--- src/rtl/pc_redirect_unit_pkg.sv ---
// Shared encodings for the fetch front end.
// Holds the PC-control state encoding, the default reset PC and the RV32
// branch/jump codes that the EX-stage detector decodes. The alignment helper
// is shared so the fetch unit and the detector agree on what "misaligned" means.
package pc_redirect_unit_pkg;

  localparam int unsigned XLEN = 32;

  // Default fetch address after reset.
  localparam logic [XLEN-1:0] DEFAULT_RESET_PC = 32'h0000_0000;

  // PC-control states.
  typedef enum logic [1:0] {
    ST_BOOT = 2'd0,
    ST_RUN  = 2'd1,
    ST_WAIT = 2'd2
  } pc_state_e;

  // Branch/jump opcodes seen by the detector.
  localparam logic [6:0] OPC_BRANCH = 7'b110_0011;
  localparam logic [6:0] OPC_JAL    = 7'b110_1111;
  localparam logic [6:0] OPC_JALR   = 7'b110_0111;

  // Branch condition codes (funct3).
  typedef enum logic [2:0] {
    BJ_BEQ  = 3'b000,
    BJ_BNE  = 3'b001,
    BJ_BLT  = 3'b100,
    BJ_BGE  = 3'b101,
    BJ_BLTU = 3'b110,
    BJ_BGEU = 3'b111
  } bj_funct3_e;

  // A fetch target is legal only on a 4-byte boundary.
  function automatic logic is_misaligned(input logic [XLEN-1:0] target);
    return (target[1:0] != 2'b00);
  endfunction

endpackage

--- src/rtl/pc_redirect_unit.sv ---
// pc_redirect_unit: program-counter register and redirect control for fetch.
//
// After reset the unit idles one cycle in BOOT (no fetch request), then runs.
// Each cycle the PC either advances by 4, holds (stall or instruction memory
// busy), or jumps to a resolved branch/jump target. A taken redirect that
// arrives while the instruction memory is busy is parked in a one-entry
// pending slot and applied as soon as the memory is ready. Misaligned taken
// targets raise a trap pulse instead of redirecting.
//
// Ports:
//   CLK, RESET_N    clock, synchronous active-low reset
//   BJ_VALID        branch/jump resolved in EX this cycle
//   PC_SEL          taken flag (qualified by BJ_VALID)
//   BJ_TARGET       branch/jump target address
//   STALL           hazard hold request
//   IMEM_READY      instruction memory accepted/completed the current fetch
//   PC              registered fetch address
//   PC_PLUS4        combinational PC + 4 (wraps modulo 2^32)
//   FETCH_REQ       fetch request, low only in BOOT
//   FLUSH_IFID      one-cycle kill of IF/ID
//   FLUSH_IDEX      one-cycle kill of ID/EX
//   TRAP_MISALIGN   one-cycle pulse on a misaligned taken target
//   REDIRECT_CNT    number of accepted redirects (wrapping)
module pc_redirect_unit
  import pc_redirect_unit_pkg::*;
#(
  parameter logic [31:0] RESET_PC = DEFAULT_RESET_PC
) (
  input  logic        CLK,
  input  logic        RESET_N,
  input  logic        BJ_VALID,
  input  logic        PC_SEL,
  input  logic [31:0] BJ_TARGET,
  input  logic        STALL,
  input  logic        IMEM_READY,
  output logic [31:0] PC,
  output logic [31:0] PC_PLUS4,
  output logic        FETCH_REQ,
  output logic        FLUSH_IFID,
  output logic        FLUSH_IDEX,
  output logic        TRAP_MISALIGN,
  output logic [31:0] REDIRECT_CNT
);

  pc_state_e   state_q, state_d;
  logic [31:0] pc_q, pc_d;
  logic        pend_v_q, pend_v_d;
  logic [31:0] pend_tgt_q, pend_tgt_d;
  logic        flush_ifid_q, flush_ifid_d;
  logic        flush_idex_q, flush_idex_d;
  logic        trap_q, trap_d;
  logic [31:0] cnt_q, cnt_d;

  logic redirect;
  logic redirect_ok;

  // PC_SEL means nothing unless the detector marks the slot valid.
  assign redirect    = BJ_VALID && PC_SEL;
  assign redirect_ok = redirect && !is_misaligned(BJ_TARGET);

  always_comb begin
    // NOTE: every signal gets a default before any branch, so no path can
    // leave one unassigned and infer a latch. Pulses default low, which is
    // what makes them last exactly one cycle.
    state_d      = state_q;
    pc_d         = pc_q;
    pend_v_d     = pend_v_q;
    pend_tgt_d   = pend_tgt_q;
    flush_ifid_d = 1'b0;
    flush_idex_d = 1'b0;
    trap_d       = 1'b0;
    cnt_d        = cnt_q;

    unique case (state_q)
      ST_BOOT: begin
        // One idle cycle; PC stays at the reset address for the first fetch.
        state_d = ST_RUN;
      end

      default: begin
        if (redirect_ok) begin
          // Any accepted redirect squashes the two younger stages and counts.
          flush_ifid_d = 1'b1;
          flush_idex_d = 1'b1;
          cnt_d        = cnt_q + 32'd1;
          if (IMEM_READY) begin
            // Taken even under STALL. A parked older target is now stale,
            // so the pending slot is dropped.
            pc_d     = BJ_TARGET;
            pend_v_d = 1'b0;
            state_d  = ST_RUN;
          end else begin
            // Newer redirect replaces any older parked one.
            pend_tgt_d = BJ_TARGET;
            pend_v_d   = 1'b1;
            state_d    = ST_WAIT;
          end
        end else begin
          // A misaligned taken target only traps; the PC then behaves as if
          // no redirect had arrived.
          trap_d = redirect;
          if (pend_v_q && IMEM_READY) begin
            pc_d     = pend_tgt_q;
            pend_v_d = 1'b0;
            state_d  = ST_RUN;
          end else if (!IMEM_READY) begin
            state_d = ST_WAIT;
          end else if (STALL) begin
            state_d = ST_RUN;
          end else begin
            pc_d    = PC_PLUS4;
            state_d = ST_RUN;
          end
        end
      end
    endcase
  end

  // NOTE: synchronous reset lives inside the clocked block and all state is
  // written with non-blocking assignments so every flop sees pre-edge values.
  always_ff @(posedge CLK) begin
    if (!RESET_N) begin
      state_q      <= ST_BOOT;
      pc_q         <= RESET_PC;
      pend_v_q     <= 1'b0;
      pend_tgt_q   <= 32'h0000_0000;
      flush_ifid_q <= 1'b0;
      flush_idex_q <= 1'b0;
      trap_q       <= 1'b0;
      cnt_q        <= 32'h0000_0000;
    end else begin
      state_q      <= state_d;
      pc_q         <= pc_d;
      pend_v_q     <= pend_v_d;
      pend_tgt_q   <= pend_tgt_d;
      flush_ifid_q <= flush_ifid_d;
      flush_idex_q <= flush_idex_d;
      trap_q       <= trap_d;
      cnt_q        <= cnt_d;
    end
  end

  assign PC            = pc_q;
  assign PC_PLUS4      = pc_q + 32'd4;
  assign FETCH_REQ     = (state_q != ST_BOOT);
  assign FLUSH_IFID    = flush_ifid_q;
  assign FLUSH_IDEX    = flush_idex_q;
  assign TRAP_MISALIGN = trap_q;
  assign REDIRECT_CNT  = cnt_q;

endmodule

--- config.mk ---
export PLATFORM = sky130hd
export DESIGN_NAME = pc_redirect_unit
export DESIGN_NICKNAME = d
export VERILOG_FILES = /design/src/rtl/pc_redirect_unit_pkg.sv /design/src/rtl/pc_redirect_unit.sv
export SDC_FILE = /design/constraint.sdc
export NUM_CORES = 1
export LEC_CHECK = 0
export ABC_AREA = 1
export BUFFER_PORTS_ARGS = -buffer_cell sky130_fd_sc_hd__buf_2
export CAP_MARGIN = 15
export CORE_ASPECT_RATIO = 1.5
export CORE_UTILIZATION = 40
export DETAILED_ROUTE_END_ITERATION = 6
export GPL_ROUTABILITY_DRIVEN = 0
export HOLD_SLACK_MARGIN = 0.1
export PLACE_DENSITY = 0.63
export RECOVER_POWER = 100
export SYNTH_ARGS = -nofsm -noshare
export SYNTH_HDL_FRONTEND = slang
export SYNTH_SLANG_ARGS = --single-unit
--- constraint.sdc ---
create_clock -name CLK -period 2.1 [get_ports CLK]
set_clock_uncertainty 0.05 [all_clocks]
set_input_delay 0.42 -clock CLK [delete_from_list [all_inputs] [get_ports CLK]]
set_output_delay 0.42 -clock CLK [all_outputs]
set_load 0.05 [all_outputs]
==> reports/results.tsv <==
stage	metric	value	unit
timing	min_period	2277	ps
worst_setup_path	worstPathRequired	1630	ps
outcome	violations	negative setup slack	
worst_hold_path	whs_path_depth	3	
synth	synth_edf_count	0	
global_route	gr-total-overflow	0	
worst_setup_path	critical-path-top-delay-family	simple AND/OR/NAND/NOR gates	
detailed_routing	vias_per_cell	5.093	
clock_network	worstSkewPairLatency	350	ps
worst_setup_path	crit_cells	8	
clock_network	cts_sinks	101	
clock_network	cts_root_buf	clkbuf_16	
synth	avgSynthCellArea	6.612	um^2
global_route	grt_max_degree	31	
layout	register_area	2064	um^2
timing	hold_viol	0	
place	dp_hpwl	13990	um
detailed_routing	wirelength	19200	um
clock_network	clk_transition_reported_paths	70	ps
floorplanning	die_area	14940	um^2
worst_setup_path	cp_max_fo	5	
layout	final_util	55.20	%
worst_setup_path	worstSetupPathType	register to output port	
worst_setup_path	slowest_delay	370	ps
layout	multiInputGateArea	3577	um^2
floorplanning	die_h	149.2	um
synth	ys_types	35	
synth	yosysSeqAreaShare	34.99	%
place	numPortBuffers	137	
power	ir_drop	0.3433	mV
layout	fillCellCount	1437	
worst_setup_path	arrival	1810	ps
worst_setup_path	startpoint_type	register	
power	leakage	0.003199	uW
global_route	antenna_found_initial	0	
synth	synthCells	874	
detailed_routing	ant_nets	0	
synth	ys_seq_elements	101	
detailed_routing	wl_met1	7339	um
timing	slew-limit-headroom	41.41	%
detailed_routing	drt_pass1_iterations	4	
layout	post_route_cells_drive_above_1_share	26.69	%
clock_network	cts_max_level	3	
worst_setup_path	cp-end-kind	output port	
timing	worst_pin_slew	878.9	ps
floorplanning	die_x	100.1	um
floorplanning	initial_core_util	41.11	%
layout	area_growth	34.27	%
worst_setup_path	cp_slowest_cell	dfxtp_4	
global_route	grt_pass1_wl	29860	um
floorplanning	core-area	14060	um^2
outcome	status	finished with violations	
power	power.density	605.4	nW/um^2
detailed_routing	drc	0	
timing	setup_slack	-177.2	ps
synth	synth.cell_area	5779	um^2
detailed_routing	drt-initial-drc-count	206	
detailed_routing	dr_wl_met3	731	um
power	power.total	4698	uW
floorplanning	ios	138	
clock_network	cts_made_buffers	9	
clock_network	cts_tree	yes	
detailed_routing	avgRoutedWirePerCell	15.46	um
timing	setup_viol	23	
timing	period_share	108.4	%
job	max_cap_violations	0	
global_route	track_usage	25.79	%
layout	final_nets	1086	
synth	synth_flop_cell	dfxtp_1	
clock_network	clock_path_buffers	2	
detailed_routing	vias	6326	
synth	yosys_warnings	0	
worst_setup_path	timing.critical_path.cells	ha_4 > nand2_4 > nor2_4 > nand2_4 > nor2_4 > buf_12 > xor2_4 > buf_6	
worst_hold_path	hold_class	primary input to register	
detailed_routing	wl_met2	10380	um
timing	hold_ws	261.5	ps
timing	max_freq	439.1	MHz
synth	syn_nets	914	
worst_setup_path	reg2regPathDepth	14	
synth	async_flop_share	0	%
global_route	grt_pass1_vias	6009	
timing	slew_violations	0	
worst_setup_path	path_buf_inv	2	
detailed_routing	top_layer_used	met4	
floorplanning	rows	53	
timing	grt_setup_unrepaired	yes	
[routing by layer]
metal	track usage, %	vias to the layer above
met5	0	-
met4	12.75	0
met3	3.889	38
met2	48.73	156
met1	27.29	2963
li1	-	3169
[state kept, by name (all words and copies together) (netlist names)]
signal	count
REDIRECT_CNT	32
PC	32
pend_tgt_q	32
FLUSH_IDEX	1
pend_v_q	1
TRAP_MISALIGN	1
state_q	2
[synthesized netlist by cell type (all sizes together), types with 10 or more instances]
master | count | share of area (%)
buf | 22 | 2.4
nand2 | 254 | 17
nand3 | 30 | 2.7
o21ai | 53 | 4.7
or2 | 22 | 2.4
nor3 | 14 | 1.2
xor2 | 14 | 3.2
clkbuf | 17 | 1.1
dfxtp | 101 | 35
a21oi | 88 | 7.6
nor2 | 131 | 10
nand3b | 10 | 1.3
nand4 | 13 | 1.4
inv | 64 | 4.2
o22ai | 16 | 1.7
[metrics by stage]
stage	area, um^2	setup WS, ps	cells	TNS, ps
after floorplan	5931	-20.61	874	-20.61
after global placement	7005	62.49	1205	0
after detailed placement	7005	20.24	1205	0
after CTS	7724	-171.5	1235	-2705
after global routing	7757	-248.4	1241	-4704
final	7760	-177.2	1242	-2325
[cell type report]
class	instances	share of cell area, %
antenna	1	0.03225
inverter	64	3.144
multi-input combinational	670	46.10
clock buffer	10	2.951
tap	192	3.096
clock inverter	4	0.9513
timing repair buffer	200	17.12
sequential	101	26.60
[cells by family after synthesis]
kind of cell	Yosys count	synth area share, %
DFF	101	34.99
adders and majority gates	2	0.4329
buffers and inverters	103	7.686
and+or+nand+nor	479	37.02
AOI/OAI and AO/OA	170	15.96
xor gates and xnor gates	19	3.918
[cells in the final DEF, fill, tap and decap left out, types with 16 or more instances in the layout]
cell type,n
nand3_1,24
dfxtp_1,77
o21ai_0,50
nor2_1,106
o22ai_1,16
buf_4,55
nand2_2,18
buf_2,51
or2_2,22
dfxtp_2,19
nor2_4,16
inv_1,61
a21oi_1,88
nand2_1,230
clkbuf_1,61
[report_power, final]
group / total (uW) / switching (uW) / internal (uW) / leakage (uW)
Sequential: 2030 / 62.7 / 1970 / 0.000830
Clock: 1770 / 739 / 1030 / 0.000145
Combinational: 894 / 594 / 300 / 0.00222
Total: 4700 / 1400 / 3300 / 0.00320
[worst min-delay path, delay by kind of cell]
kind,cells,cell delay (ps)
simple gates,2,120
buf+inv,1,80
[path summary, 6_finish.rpt]
| check | from | endpoint | slack, ps |
|---|---|---|---|
| max | PC[3] | PC_PLUS4[18] | -180 |
| min | BJ_TARGET[7] | pend_tgt_q[7] | 260 |
| max reg2reg | PC[2] | PC[29] | 30 |
| min reg2reg | pend_tgt_q[0] | pend_tgt_q[0] | 400 |
[timing repair]
item	CTS	global route
setup buffers	16	6
hold buffers	0	0
endpoints found under the setup margin	25	28
resized for setup	86	29
pin swaps	24	20
Note: power is estimated with default switching activity, not from simulation.
